[config.mk]
export PLATFORM = sky130hd
export DESIGN_NAME = lstm_act_reader_flat
export DESIGN_NICKNAME = d
export VERILOG_FILES = /design/src/rtl/lstm_act_reader_if.sv /design/src/rtl/lstm_act_reader.sv /design/src/flat_wrapper.sv
export SDC_FILE = /design/constraint.sdc
export NUM_CORES = 1
export LEC_CHECK = 0
export CAP_MARGIN = 15
export CELL_PAD_IN_SITES_DETAIL_PLACEMENT = 1
export CELL_PAD_IN_SITES_GLOBAL_PLACEMENT = 1
export CORE_MARGIN = 2
export CORE_UTILIZATION = 40
export CTS_CLUSTER_DIAMETER = 80
export DETAILED_ROUTE_END_ITERATION = 10
export MAX_ROUTING_LAYER = met4
export PLACE_DENSITY_LB_ADDON = 0.15
export SYNTH_ARGS = -nofsm -noshare
export SYNTH_HDL_FRONTEND = slang
export SYNTH_SLANG_ARGS = --single-unit
[constraint.sdc]
create_clock -name clk -period 3.4 [get_ports clk]
set_input_delay 0.34 -clock clk [delete_from_list [all_inputs] [get_ports clk]]
set_output_delay 0.34 -clock clk [all_outputs]
set_load 0.03 [all_outputs]
[src/rtl/lstm_act_reader_if.sv]
// -----------------------------------------------------------------------------
// lstm_act_reader_if
//
// Purpose:
//   Bundles the command, memory-read and output-stream signals of the LSTM
//   activation reader. Clock and reset stay outside as plain ports.
//
// Signals (direction as seen from the reader, i.e. the master modport):
//   start     in   1       one-cycle command pulse
//   step_sel  in   3       timestep to stream
//   busy      out  1       high from accepted start until done
//   done      out  1       one-cycle pulse after last word accepted
//   cmd_err   out  1       one-cycle pulse when a start is rejected
//   ram_addr  out  ADDR_W  read address to memory port B
//   ram_dout  in   DATA_W  memory port B data, one cycle after ram_addr
//   out_data  out  DATA_W  streamed activation
//   out_valid out  1       out_data valid
//   out_ready in   1       downstream accept
//   out_last  out  1       final word of the timestep
//   out_idx   out  6       unit index of out_data
// -----------------------------------------------------------------------------
interface lstm_act_reader_if #(
  parameter int DATA_W = 32,
  parameter int ADDR_W = 9
);

  logic              start;
  logic [2:0]        step_sel;
  logic              busy;
  logic              done;
  logic              cmd_err;
  logic [ADDR_W-1:0] ram_addr;
  logic [DATA_W-1:0] ram_dout;
  logic [DATA_W-1:0] out_data;
  logic              out_valid;
  logic              out_ready;
  logic              out_last;
  logic [5:0]        out_idx;

  // The reader side: drives status, memory address and the output stream.
  modport master (
    input  start, step_sel, ram_dout, out_ready,
    output busy, done, cmd_err, ram_addr, out_data, out_valid, out_last, out_idx
  );

  // The environment side: issues commands, returns memory data, consumes words.
  modport slave (
    output start, step_sel, ram_dout, out_ready,
    input  busy, done, cmd_err, ram_addr, out_data, out_valid, out_last, out_idx
  );

endinterface

[src/rtl/lstm_act_reader.sv]
// -----------------------------------------------------------------------------
// lstm_act_reader
//
// Purpose:
//   Read sequencer for port B of the LSTM activation memory. On a start
//   command it streams the N_UNITS words of one timestep (address
//   step*N_UNITS + unit) to the downstream MAC/gate stage over valid/ready.
//   The one-cycle memory read latency is hidden by issuing reads ahead, and
//   downstream backpressure is absorbed by a 2-entry output buffer so the
//   stream runs at one word per cycle when out_ready is held high.
//
// Ports:
//   clk    in  1   clock, rising edge
//   rst_n  in  1   asynchronous active-low reset
//   rev    in  1   (only with LSTM_ACT_REVERSE_EN) stream units high to low,
//                  sampled together with start
//   bus    lstm_act_reader_if.master: start/step_sel command, busy/done/
//          cmd_err status, ram_addr/ram_dout memory port, out_* stream
//
// Configuration:
//   LSTM_ACT_REVERSE_EN  when defined, adds the rev port for the backward
//                        pass. When undefined, forward order only.
// -----------------------------------------------------------------------------
module lstm_act_reader #(
  parameter int DATA_W  = 32,
  parameter int ADDR_W  = 9,
  parameter int N_UNITS = 53,
  parameter int N_STEPS = 8
) (
  input  logic clk,
  input  logic rst_n,
`ifdef LSTM_ACT_REVERSE_EN
  input  logic rev,
`endif
  lstm_act_reader_if.master bus
);

  typedef enum logic [1:0] {
    IDLE,
    READ,
    DRAIN
  } state_t;

  localparam logic [5:0] LAST_UNIT = 6'(N_UNITS - 1);

  state_t state, state_next;

  logic [ADDR_W-1:0] base_q;
  logic [ADDR_W-1:0] start_base;
  logic [ADDR_W-1:0] ram_addr_q;
  logic [5:0]        issue_cnt;
  logic              rev_q;
  logic              rev_in;

  logic              inflight;
  logic [5:0]        inflight_idx;

  logic [DATA_W-1:0] buf_data [2];
  logic [5:0]        buf_idx  [2];
  logic              wr_ptr;
  logic              rd_ptr;
  logic [1:0]        count;

  logic              done_q;
  logic              cmd_err_q;

  logic              accept;
  logic              issue;
  logic              finish;
  logic              pop;
  logic              out_valid;
  logic [2:0]        occupancy;
  logic [5:0]        cur_idx;
  logic [5:0]        next_idx;
  logic [5:0]        first_idx;
  logic [5:0]        last_idx;

  // The direction request only exists in the reverse-capable build; the
  // forward-only build ties it off so the rest of the logic is shared.
`ifdef LSTM_ACT_REVERSE_EN
  assign rev_in = rev;
`else
  assign rev_in = 1'b0;
`endif

  // Base address of the requested timestep, computed at full address width.
  // With the default sizes the largest address is 423, so 9 bits never wrap.
  assign start_base = ADDR_W'(bus.step_sel) * ADDR_W'(N_UNITS);

  // Unit index of the read about to issue, and the one after it. In reverse
  // order the issue counter still counts up; only the index mapping flips.
  assign cur_idx   = rev_q  ? (LAST_UNIT - issue_cnt) : issue_cnt;
  assign next_idx  = rev_q  ? (cur_idx - 6'd1) : (cur_idx + 6'd1);
  assign first_idx = rev_in ? LAST_UNIT : 6'd0;
  assign last_idx  = rev_q  ? 6'd0 : LAST_UNIT;

  assign out_valid = (count != 2'd0);
  assign pop       = out_valid & bus.out_ready;

  // Slots that will be occupied at the end of this cycle if nothing new
  // issues: buffered words plus the read in flight, minus a word leaving
  // now. Counting the pop lets a read issue in the same cycle a word leaves,
  // which is what keeps the stream at one word per cycle; the buffer still
  // never holds more than two entries.
  assign occupancy = 3'(count) + 3'(inflight) - 3'(pop);

  // Next-state and control decode. accept/issue/finish are single-cycle
  // strobes consumed by the datapath register block below.
  always_comb begin
    state_next = state;
    accept     = 1'b0;
    issue      = 1'b0;
    finish     = 1'b0;
    case (state)
      IDLE: begin
        if (bus.start && ({29'd0, bus.step_sel} < 32'(N_STEPS))) begin
          accept     = 1'b1;
          state_next = READ;
        end
      end
      READ: begin
        if (occupancy < 3'd2) begin
          issue = 1'b1;
          if (issue_cnt == LAST_UNIT) begin
            state_next = DRAIN;
          end
        end
      end
      DRAIN: begin
        if (!inflight && ((count == 2'd0) || ((count == 2'd1) && pop))) begin
          finish     = 1'b1;
          state_next = IDLE;
        end
      end
      default: begin
        state_next = IDLE;
      end
    endcase
  end

  // State register. Returning to IDLE on the same edge that raises done
  // makes busy fall in the very cycle done is high.
  always_ff @(posedge clk or negedge rst_n) begin
    if (!rst_n) begin
      state <= IDLE;
    end else begin
      state <= state_next;
    end
  end

  // Command latch, read issue and status pulses. ram_addr is kept equal to
  // base + index of the next read so the memory sees the right address in
  // the issue cycle; after the final issue it simply holds.
  always_ff @(posedge clk or negedge rst_n) begin
    if (!rst_n) begin
      base_q       <= '0;
      issue_cnt    <= '0;
      rev_q        <= 1'b0;
      ram_addr_q   <= '0;
      inflight     <= 1'b0;
      inflight_idx <= '0;
      cmd_err_q    <= 1'b0;
      done_q       <= 1'b0;
    end else begin
      cmd_err_q <= bus.start & ~accept;
      done_q    <= finish;
      inflight  <= issue;
      if (accept) begin
        base_q     <= start_base;
        issue_cnt  <= '0;
        rev_q      <= rev_in;
        ram_addr_q <= start_base + ADDR_W'(first_idx);
      end
      if (issue) begin
        inflight_idx <= cur_idx;
        if (issue_cnt != LAST_UNIT) begin
          issue_cnt  <= issue_cnt + 6'd1;
          ram_addr_q <= base_q + ADDR_W'(next_idx);
        end
      end
    end
  end

  // Two-entry output FIFO. The word returned by the memory is written at the
  // tail together with the unit index that travelled alongside the read.
  // A capture and a pop in the same cycle leave the count unchanged.
  always_ff @(posedge clk or negedge rst_n) begin
    if (!rst_n) begin
      buf_data[0] <= '0;
      buf_data[1] <= '0;
      buf_idx[0]  <= '0;
      buf_idx[1]  <= '0;
      wr_ptr      <= 1'b0;
      rd_ptr      <= 1'b0;
      count       <= '0;
    end else begin
      if (inflight) begin
        buf_data[wr_ptr] <= bus.ram_dout;
        buf_idx[wr_ptr]  <= inflight_idx;
        wr_ptr           <= ~wr_ptr;
      end
      if (pop) begin
        rd_ptr <= ~rd_ptr;
      end
      count <= count + 2'(inflight) - 2'(pop);
    end
  end

  // The head entry only changes on a pop, so out_data is stable while the
  // downstream stage stalls.
  assign bus.busy      = (state != IDLE);
  assign bus.done      = done_q;
  assign bus.cmd_err   = cmd_err_q;
  assign bus.ram_addr  = ram_addr_q;
  assign bus.out_data  = buf_data[rd_ptr];
  assign bus.out_idx   = buf_idx[rd_ptr];
  assign bus.out_valid = out_valid;
  assign bus.out_last  = out_valid && (buf_idx[rd_ptr] == last_idx);

endmodule
[src/flat_wrapper.sv]
// flat-port wrapper written by rule: the top's interface ports become plain ports
module lstm_act_reader_flat 
#(
  parameter int DATA_W  = 32,
  parameter int ADDR_W  = 9,
  parameter int N_UNITS = 53,
  parameter int N_STEPS = 8
)
  (clk, rst_n, bus_start, bus_step_sel, bus_ram_dout, bus_out_ready, bus_busy, bus_done, bus_cmd_err, bus_ram_addr, bus_out_data, bus_out_valid, bus_out_last, bus_out_idx);
  lstm_act_reader_if #(.DATA_W(DATA_W), .ADDR_W(ADDR_W)) bus_i ();
  input  logic clk;
  input  logic rst_n;
  input wire logic [$bits(bus_i.start)-1:0] bus_start;
  input wire logic [$bits(bus_i.step_sel)-1:0] bus_step_sel;
  input wire logic [$bits(bus_i.ram_dout)-1:0] bus_ram_dout;
  input wire logic [$bits(bus_i.out_ready)-1:0] bus_out_ready;
  output wire logic [$bits(bus_i.busy)-1:0] bus_busy;
  output wire logic [$bits(bus_i.done)-1:0] bus_done;
  output wire logic [$bits(bus_i.cmd_err)-1:0] bus_cmd_err;
  output wire logic [$bits(bus_i.ram_addr)-1:0] bus_ram_addr;
  output wire logic [$bits(bus_i.out_data)-1:0] bus_out_data;
  output wire logic [$bits(bus_i.out_valid)-1:0] bus_out_valid;
  output wire logic [$bits(bus_i.out_last)-1:0] bus_out_last;
  output wire logic [$bits(bus_i.out_idx)-1:0] bus_out_idx;
  assign bus_i.start = bus_start;
  assign bus_i.step_sel = bus_step_sel;
  assign bus_i.ram_dout = bus_ram_dout;
  assign bus_i.out_ready = bus_out_ready;
  assign bus_busy = bus_i.busy;
  assign bus_done = bus_i.done;
  assign bus_cmd_err = bus_i.cmd_err;
  assign bus_ram_addr = bus_i.ram_addr;
  assign bus_out_data = bus_i.out_data;
  assign bus_out_valid = bus_i.out_valid;
  assign bus_out_last = bus_i.out_last;
  assign bus_out_idx = bus_i.out_idx;
  lstm_act_reader #(.DATA_W(DATA_W), .ADDR_W(ADDR_W), .N_UNITS(N_UNITS), .N_STEPS(N_STEPS)) u_core (.clk(clk), .rst_n(rst_n), .bus(bus_i));
endmodule
==> results.toml <==
[outcome]
outcome = "finished clean"

[synth]
avgSynthCellArea_um2 = 12.67
async_flop_share_pct = 100.0
ys_ff_latch = 115
synth_cells = 426
ys.flop_type = "dfrtp_1"
synth_nets = 486
yosysWarningCount = 0
synth_edf_count = 0
seq_area_frac_synth_pct = 53.30
synthDistinctLibCells = 37
syn_area_um2 = 5399

[timing]
fin_setup_tns_ps = 0
setup_viol = 0
worstMarginPinSlew_ps = 980.1
finalCriticalPeriod_ps = 3033
rsz0062_at_grt = "no"
fmax_mhz = 329.7
finalClockSkew_ps = 6.912
relSlewSlack_pct = 34.43
period_share_pct = 89.20
hold_viol = 0
holdWs_ps = 17.82
slew_viol_final = 0

[die]
rows = 42
num_io_pins = 91
design.die.area_um2 = 14440
die_height_um = 120.2
start_util_pct = 40.93
core_um2 = 13190
die_w_um = 120.2

[placement]
gp_congestion = 0.7832
dp_hpwl_um = 7818
place_area_um2 = 6465
numPortBuffers = 90

[clock_network]
cts_inserted_buffers = 17
clk_pin_slew_ps = 50
clk_latency_ps = 410
h-tree-depth = 4
cts-hold-fix-buffers = 0
root_buffer = "clkbuf_16"
ctsResizeCount = 0
clock_sinks = 115
post_cts_buffers = 0
cts_tree = "done"
clock_path_buffers = 2

[setup_path]
crit_required_ps = 3690
r2r-end = "u_core.bus.ram_addr[8]"
critPathMaxFanout = 23
startpoint_type = "register"
rr_worst_depth = 11
critPathKind = "reg2reg"
endpoint_kind = "register"
reg2reg_slack_ps = 370
cp.arrival_ps = 3320
r2r-start = "u_core.count[1]"

[worst_hold_path]
hold_path_class = "in2async"

[route]
firstDrtPassIters = 4
drt-total-wl_um = 11570
first_iter_violations = 120
drc = 0
routedWlPerCell_um = 16.39
post_drt_via_cell_ratio = 5.020
ant_nets = 0
vias = 3544

[cells_and_area]
layout_common_cells = "114 x mux2_2, 114 x dfrtp_1, 89 x clkdlybuf4s50_1, 52 x nand2_1, 19 x ha_1"
antenna_cells = 0
nNetsFinal = 580
final_layout_size_suffix_gt1_share_pct = 28.87
stdcell_area_um2 = 7023
fillers = 1338
area_growth_syn_to_layout_pct = 30.08

[run]
cap_violations = 0

[global_routing]
overflow = 0
grt_max_degree = 64
grt_pass1_vias = 3945
grtUsageTotal_pct = 17.79
antenna_found_initial = 0
grt_pass1_wl_um = 19530

[power]
leakage_nw = 3.166
peakVddDrop_v = 0.0003194
powerDensity_nw_per_um2 = 1079
## cell usage after synthesis (all sizes together) (2+ instances only)
library cell	instances	area, µm²
a31oi	5	31.28
nand2	54	210.2
mux2i	2	20.02
fa	2	40.04
a211oi	2	15.01
xor2	9	78.83
buf	14	87.58
clkbuf	5	18.77
ha	19	237.7
a21oi	5	25.02
o211ai	4	30.03
inv	10	37.54
nand3	15	75.07
xnor2	8	70.07
mux2	114	1284
nand2b	3	18.77
dfrtp	115	2878
nor2b	3	18.77
a21o	3	22.52
nor2	10	37.54
o21a	4	30.03
o21ai	9	45.04
and2	2	12.52
## worst max-delay path: stages, from the launching register on
cell	delay (ps)
dfrtp_1	420
or2_2	340
and2_1	190
ha_1	280
inv_1	40
ha_1	180
fa_1	490
or3_1	450
clkinv_4	120
nand2_4	170
o211ai_1	140
o21ai_1	90
## cells by family (layout without fill, tap and decap cells)
family | after synthesis | count (layout) | synth area share [%]
compound gates | 35 | 35 | 4.171
xor+xnor | 17 | 17 | 2.758
fa+ha+maj | 21 | 21 | 5.145
buf+inv | 30 | 134 | 2.827
flops | 115 | 115 | 53.30
mux | 116 | 116 | 24.15
simple gates | 92 | 92 | 7.648
## flip-flops by register name, indices dropped and copies added, names as in the netlist, 2 cells and up
name                 cells
u_core.count             2
u_core.inflight_idx      6
u_core.state             2
u_core.buf_data         64
u_core.issue_cnt         6
u_core.buf_idx          12
u_core.base_q            9
u_core.bus.ram_addr      9
## worst max path at each step
stage / from / end / slack (ps)
floorplan: u_core.count[1] / u_core.bus.ram_addr[6] / 420
CTS: u_core.count[1] / u_core.bus.ram_addr[3] / 340
detailed placement: bus_out_ready / u_core.bus.ram_addr[3] / 350
finish: u_core.count[1] / u_core.bus.ram_addr[8] / 370
global placement: bus_out_ready / u_core.bus.ram_addr[6] / 440
global route: u_core.count[1] / u_core.bus.ram_addr[3] / 220
## power by group
part           switching [mW]  internal (mW)  total (mW)
clock                   0.574           1.12        1.69
sequential              0.373           1.95        2.32
combinational            1.85           1.71        3.57
## metrics by stage
stage	util [%]	instances	total power, mW	setup slack, ps
after floorplan	-	426	4.799	419.9
after global placement	49.01	677	5.805	435.3
after detailed placement	49.01	677	5.938	351.5
after CTS	53.24	706	7.682	338.1
after global routing	53.24	706	8.030	218.8
final	53.24	706	7.577	367.1
## cell type report
| type | instances | area [µm²] | share of cell area (%) |
|---|---|---|---|
| clock buffer | 23 | 478.0 | 6.806 |
| multi-input combinational | 281 | 2379 | 33.87 |
| inverter | 11 | 46.29 | 0.6592 |
| clock inverter | 6 | 80.08 | 1.140 |
| timing repair buffer | 94 | 940.9 | 13.40 |
| sequential | 115 | 2879 | 40.99 |
| tap | 176 | 220.2 | 3.136 |
## per-layer routing
layer / GRT usage (%) / wire length, µm
met1: 21.89 / 5279
met4: 7.279 / 188
met5: - / 0
met3: 3.632 / 408
met2: 28.80 / 5698
Note: power is estimated with default switching activity, not from simulation.
